`src/rtl/alu_decode_stage.sv`:
```
// RV32I decode stage (OP, OP-IMM, LUI) feeding the ALU, with a 2-entry skid buffer on the output.
// Optional DECODE_STATS_EN adds saturating transfer counters count_decoded / count_illegal.
module alu_decode_stage #(
   parameter int unsigned XLEN    = 32,
   parameter int unsigned PC_EN_W = 32
) (
   input  logic               clk,
   input  logic               rst_n,
   input  logic               flush,
   input  logic               in_valid,
   output logic               in_ready,
   input  logic [31:0]        instr,
   input  logic [PC_EN_W-1:0] pc_in,
   output logic               out_valid,
   input  logic               out_ready,
   output logic [2:0]         fn,
   output logic [6:0]         funct7,
   output logic [4:0]         rs1_addr,
   output logic [4:0]         rs2_addr,
   output logic [4:0]         rd_addr,
   output logic [XLEN-1:0]    imm,
   output logic               use_imm,
   output logic               reg_write,
   output logic               illegal,
   output logic [PC_EN_W-1:0] pc_out
`ifdef DECODE_STATS_EN
   ,
   output logic [31:0]        count_decoded,
   output logic [31:0]        count_illegal
`endif
);

   localparam logic [6:0] OpcOp    = 7'b0110011;
   localparam logic [6:0] OpcOpImm = 7'b0010011;
   localparam logic [6:0] OpcLui   = 7'b0110111;
   localparam logic [6:0] F7Alt    = 7'b0100000;

   typedef struct packed {
      logic [2:0]         fn;
      logic [6:0]         funct7;
      logic [4:0]         rs1;
      logic [4:0]         rs2;
      logic [4:0]         rd;
      logic [XLEN-1:0]    imm;
      logic               use_imm;
      logic               reg_write;
      logic               illegal;
      logic [PC_EN_W-1:0] pc;
   } bundle_t;

   bundle_t          w_dec;
   bundle_t          r_main;
   bundle_t          r_skid;
   logic             r_main_valid;
   logic             r_skid_valid;
   logic             w_accept;
   logic             w_drain;
   logic [2:0]       w_f3;
   logic [6:0]       w_f7;
   logic             w_bad;
   logic [XLEN-1:0]  w_imm_i;
   logic [XLEN-1:0]  w_imm_u;

   assign w_f3    = instr[14:12];
   assign w_f7    = instr[31:25];
   assign w_imm_i = XLEN'($signed(instr[31:20]));
   assign w_imm_u = XLEN'($signed({instr[31:12], 12'b0}));

   always_comb begin
      w_dec     = '0;
      w_bad     = 1'b0;
      w_dec.rs1 = instr[19:15];
      w_dec.rs2 = instr[24:20];
      w_dec.rd  = instr[11:7];
      w_dec.pc  = pc_in;
      unique case (instr[6:0])
         OpcOp: begin
            w_dec.fn     = w_f3;
            w_dec.funct7 = w_f7;
            w_bad        = !((w_f7 == 7'b0) || ((w_f7 == F7Alt) &&
                                                ((w_f3 == 3'b000) || (w_f3 == 3'b101))));
         end
         OpcOpImm: begin
            w_dec.fn      = w_f3;
            w_dec.use_imm = 1'b1;
            w_dec.imm     = w_imm_i;
            // Only shifts carry a funct7; everything else forces 0 so ADDI never subtracts.
            if (w_f3 == 3'b001) begin
               w_bad = (w_f7 != 7'b0);
            end else if (w_f3 == 3'b101) begin
               w_dec.funct7 = w_f7;
               w_bad        = !((w_f7 == 7'b0) || (w_f7 == F7Alt));
            end
         end
         OpcLui: begin
            w_dec.rs1     = 5'd0;
            w_dec.rs2     = 5'd0;
            w_dec.use_imm = 1'b1;
            w_dec.imm     = w_imm_u;
         end
         default: w_bad = 1'b1;
      endcase
      if (w_bad) begin
         w_dec.fn      = 3'b000;
         w_dec.funct7  = 7'b0;
         w_dec.imm     = '0;
         w_dec.use_imm = 1'b0;
      end
      w_dec.illegal   = w_bad;
      w_dec.reg_write = !w_bad && (w_dec.rd != 5'd0);
   end

   assign w_accept = in_valid && in_ready;
   assign w_drain  = r_main_valid && out_ready;

   // SKID is only ever full while MAIN is full, so MAIN refills from SKID before taking input.
   always_ff @(posedge clk or negedge rst_n) begin
      if (!rst_n) begin
         r_main_valid <= 1'b0;
         r_skid_valid <= 1'b0;
         r_main       <= '0;
         r_skid       <= '0;
      end else if (flush) begin
         r_main_valid <= 1'b0;
         r_skid_valid <= 1'b0;
      end else if (r_skid_valid) begin
         if (w_drain) begin
            r_main       <= r_skid;
            r_skid_valid <= 1'b0;
         end
      end else if (!r_main_valid || w_drain) begin
         r_main_valid <= w_accept;
         if (w_accept) r_main <= w_dec;
      end else if (w_accept) begin
         r_skid_valid <= 1'b1;
         r_skid       <= w_dec;
      end
   end

   assign in_ready  = !r_skid_valid;
   assign out_valid = r_main_valid;
   assign fn        = r_main.fn;
   assign funct7    = r_main.funct7;
   assign rs1_addr  = r_main.rs1;
   assign rs2_addr  = r_main.rs2;
   assign rd_addr   = r_main.rd;
   assign imm       = r_main.imm;
   assign use_imm   = r_main.use_imm;
   assign reg_write = r_main.reg_write;
   assign illegal   = r_main.illegal;
   assign pc_out    = r_main.pc;

`ifdef DECODE_STATS_EN
   logic [31:0] r_cnt_decoded;
   logic [31:0] r_cnt_illegal;

   always_ff @(posedge clk or negedge rst_n) begin
      if (!rst_n) begin
         r_cnt_decoded <= '0;
         r_cnt_illegal <= '0;
      end else if (w_drain) begin
         if (r_cnt_decoded != '1) r_cnt_decoded <= r_cnt_decoded + 32'd1;
         if (r_main.illegal && (r_cnt_illegal != '1)) r_cnt_illegal <= r_cnt_illegal + 32'd1;
      end
   end

   assign count_decoded = r_cnt_decoded;
   assign count_illegal = r_cnt_illegal;
`endif

endmodule

```
`config.mk`:
```
export PLATFORM = sky130hd
export DESIGN_NAME = alu_decode_stage
export DESIGN_NICKNAME = d
export VERILOG_FILES = /design/src/rtl/alu_decode_stage.sv
export SDC_FILE = /design/constraint.sdc
export NUM_CORES = 1
export LEC_CHECK = 0
export CAP_MARGIN = 20
export CORE_MARGIN = 4
export CORE_UTILIZATION = 52
export CTS_CLUSTER_SIZE = 25
export DETAILED_ROUTE_END_ITERATION = 10
export GPL_TIMING_DRIVEN = 0
export PLACE_DENSITY = 0.8
export SYNTH_ARGS = -nofsm -noshare
export SYNTH_HDL_FRONTEND = slang
export SYNTH_SLANG_ARGS = --single-unit
```
`constraint.sdc`:
```
create_clock -name clk -period 2.1 [get_ports clk]
set_clock_uncertainty 0.05 [all_clocks]
set_input_delay 0.42 -clock clk [delete_from_list [all_inputs] [get_ports clk]]
set_output_delay 0.42 -clock clk [all_outputs]
set_load 0.005 [all_outputs]
```
==> impl_metrics.yaml, run 1 <==
yosys:
  synthFlopType: "dfrtp_1"
  synth_cells: 877
  ys_ff_latch: 186
  ys_types: 47
  ys_top_cells_by_count: "nand2_1 (240), dfrtp_1 (186), a21oi_1 (65)"
  netlist_area_um2: 8220
  syn_area_per_cell_um2: 9.38
  synth_edf_count: 0
  async_flop_share_pct: 100
  synth_area_leaders: "dfrtp_1 (57%), nand2_1 (11%), mux2i_1 (4.6%)"
  synth_top_area_cell: "dfrtp_1"
  syn_nets: 946
  yosysWarningCount: 0
  synth_top_area_share_pct: 56.6
  ys_seq_area_share_pct: 56.6
  yosysMostFrequentCell: "nand2_1"
setup_path:
  r2r_start: "r_skid_valid$_DFF_PN0_"
  critPathMaxStageDelay_ps: 540
  r2r_setup_slack_ps: 80
  cpMaxStageDelayCell: "or4_4"
  cp-startpoint: "instr[25]"
  cp-endpoint: "funct7[5]$_DFFE_PN0P_"
  critPathMaxFanout: 6
  worstPathArrival_ps: 2380
  crit_type: "primary input to register"
  critPathBufInv: 1
  cp-start-kind: "primary input"
  crit_required_ps: 2420
  rr_worst_depth: 6
  crit_top_cell: "o311ai_4"
  r2r_end: "r_skid[30]$_DFFE_PN0P_"
  crit_family: "compound AO/OA/AOI/OAI gates"
  cp-end-kind: "register"
  cp.depth: 6
  path_cells: "clkdlybuf4s15_1 -> or4_4 -> o311ai_4 -> o2111ai_4 -> o311ai_4 -> o21a_1"
floorplan:
  rows: 45
  initial_core_util_pct: 53.5
  fp.coreArea_um2: 15400
  ioPinCount: 163
  die-area_um2: 17900
  die_w_um: 134
  die_h_um: 134
finish:
  drive_above_1_share_pct: 10.1
  final_net_count: 1128
  final_cells: 1282
  final_area_um2: 10900
  utilization_pct: 70.8
  fillers: 1204
  syn2layout_area_growth_pct: 32.3
cts:
  clkLatencyLatePin_ps: 430
  cts.sinks: 186
  clockBufferDepth: 2
  ctsHoldBuffers: 0
  cts_buffers: 17
  path_clk_slew_ps: 60
  clockRootBuffer: "clkbuf_16"
  cts_tree: "done"
  htreeDepth: 4
place:
  dpl-instance-area_um2: 10100
  dp_hpwl_mm: 15.9
  dp.cells: 1251
  preCtsSetupSlack_ps: -1160
  port_buffers: 162
  gp_congestion: 0.919
pwr:
  switchingPower_mw: 2.38
  p_sw_share_pct: 26.3
  clkPwrFrac_pct: 32.4
  ir_worst_vdd_mv: 0.583
  power_density_nw_per_um2: 832
  power.leakage_nw: 4.84
  cell_internal_pwr_mw: 6.67
  power.share.combinational_pct: 19.3
  total_power_mw: 9.05
  seq_power_share_pct: 48.3
sta:
  finalHoldViolCount: 28
  setup_viol: 0
  timing.fmax_mhz: 485
  worst_pin_slew_ps: 793
  slew_violations: 0
  finalSetupTns_ps: 0
  fin_crit_sh_pct: 98.3
  hold-worst-slack_ps: -53.6
  post-route-min-period_ps: 2060
  fin_ws_ps: 36.5
  relSlewSlack_pct: 47.1
grt:
  track_usage_pct: 26.3
  grt_first_pass_wirelength_mm: 37.3
  grt_pass1_vias: 7154
  antenna_found_initial: 1
  grt.overflow.total: 0
  grt_max_degree: 101
drt:
  wl_mm: 23.2
  drc_errors: 0
  dr.first_iter.drc_count: 687
  viasPerCell: 5.68
  firstDrtPassIters: 5
  antenna_left: 0
  vias: 7282
  routedWlPerCell_um: 18.1
job:
  drv_cap: 0
worst_hold_path:
  hold_path.class: "primary input to async pin"
status:
  violations: "hold timing"
  status: "complete, but fails checks"
-- cells by family after synthesis --
group                     share of synthesized area, %
buffers and inverters                             3.18
and+or+nand+nor                                   20.1
muxes                                             4.76
DFF                                               56.6
xor gates and xnor gates                         0.213
AOI/OAI and AO/OA                                 15.1
-- final cells by class --
class | count | area (um^2) | area share (%)
diodes | 1 | 2.50 | 0.0230
plain buffers | 59 | 300 | 2.76
clock buffers | 24 | 492 | 4.52
clock inverters | 6 | 40.0 | 0.368
inverters | 4 | 17.5 | 0.161
multi-input cells | 624 | 3440 | 31.6
flip-flops and latches | 186 | 4660 | 42.8
well taps | 211 | 264 | 2.43
repair buffers | 167 | 1670 | 15.4
-- worst min-delay path by stage --
stage / start / to / slack, ps / cells past startpoint
floorplan: rst_n / fn[0]$_DFFE_PN0P_ / 70 / 0
global placement: funct7[4]$_DFFE_PN0P_ / funct7[4]$_DFFE_PN0P_ / 400 / 2
detailed placement: funct7[1]$_DFFE_PN0P_ / funct7[1]$_DFFE_PN0P_ / 410 / 2
CTS: rst_n / r_skid[76]$_DFFE_PN0P_ / 10 / 1
global route: rst_n / rs2_addr[1]$_DFFE_PN0P_ / 40 / 1
finish: rst_n / rs2_addr[1]$_DFFE_PN0P_ / -50 / 1
-- registers in the layout, summed over array words and instances (netlist names) --
signal / cells
fn: 3
funct7: 7
illegal: 1
imm: 32
out_valid: 1
pc_out: 32
r_skid: 92
r_skid_valid: 1
rd_addr: 5
reg_write: 1
rs1_addr: 5
rs2_addr: 5
use_imm: 1
-- power groups by stage --
stage                     Sequential (mW)  Clock, mW  Combinational [mW]
after floorplan                      4.42          0               0.680
after global placement               4.42          0                1.67
after detailed placement             4.43          0                1.72
after CTS                            4.37       2.97                1.75
after global routing                 4.45       3.11                1.92
final                                4.37       2.94                1.74
-- placed cells by master (no fill, tap or decap), types with 5 or more instances in the layout --
cell and count:
nand3_1 44, clkbuf_4 5, clkbuf_1 26, o21ai_0 45, a21oi_1 65, buf_4 6
mux2i_1 38, clkbuf_2 16, or2_2 8, o21a_1 22, clkbuf_16 17, clkdlybuf4s50_1 151
o21ai_1 5, nor2_1 51, and3_1 17, dfrtp_1 185, o211ai_1 23, buf_2 13
o22ai_1 8, nand2_1 239, o31ai_1 7, and2_1 7, clkbuf_8 6
-- per-layer routing --
| layer | up-vias | part of all wire (%) | track usage, % |
|---|---|---|---|
| met5 | - | 0 | 0 |
| met4 | 0 | 2.5 | 8.57 |
| met3 | 56 | 7.9 | 6.65 |
| met2 | 332 | 48 | 41.9 |
| met1 | 3547 | 42 | 35.5 |
| li1 | 3347 | - | - |
-- what timing repair did --
item	CTS	global route
setup endpoints to repair	162	141
gates cloned	0	0
pin swaps	4	4
buffers inserted	3	1
gates resized for setup	59	31
(Power assumes the default switching activity.)
==> run 2, diff against run 1 <==
- ABC_CLOCK_PERIOD_IN_PS: not set -> 2100
==> results of run 2 <==
No change in the layout: final DEF, timing and power equal those of run 1.
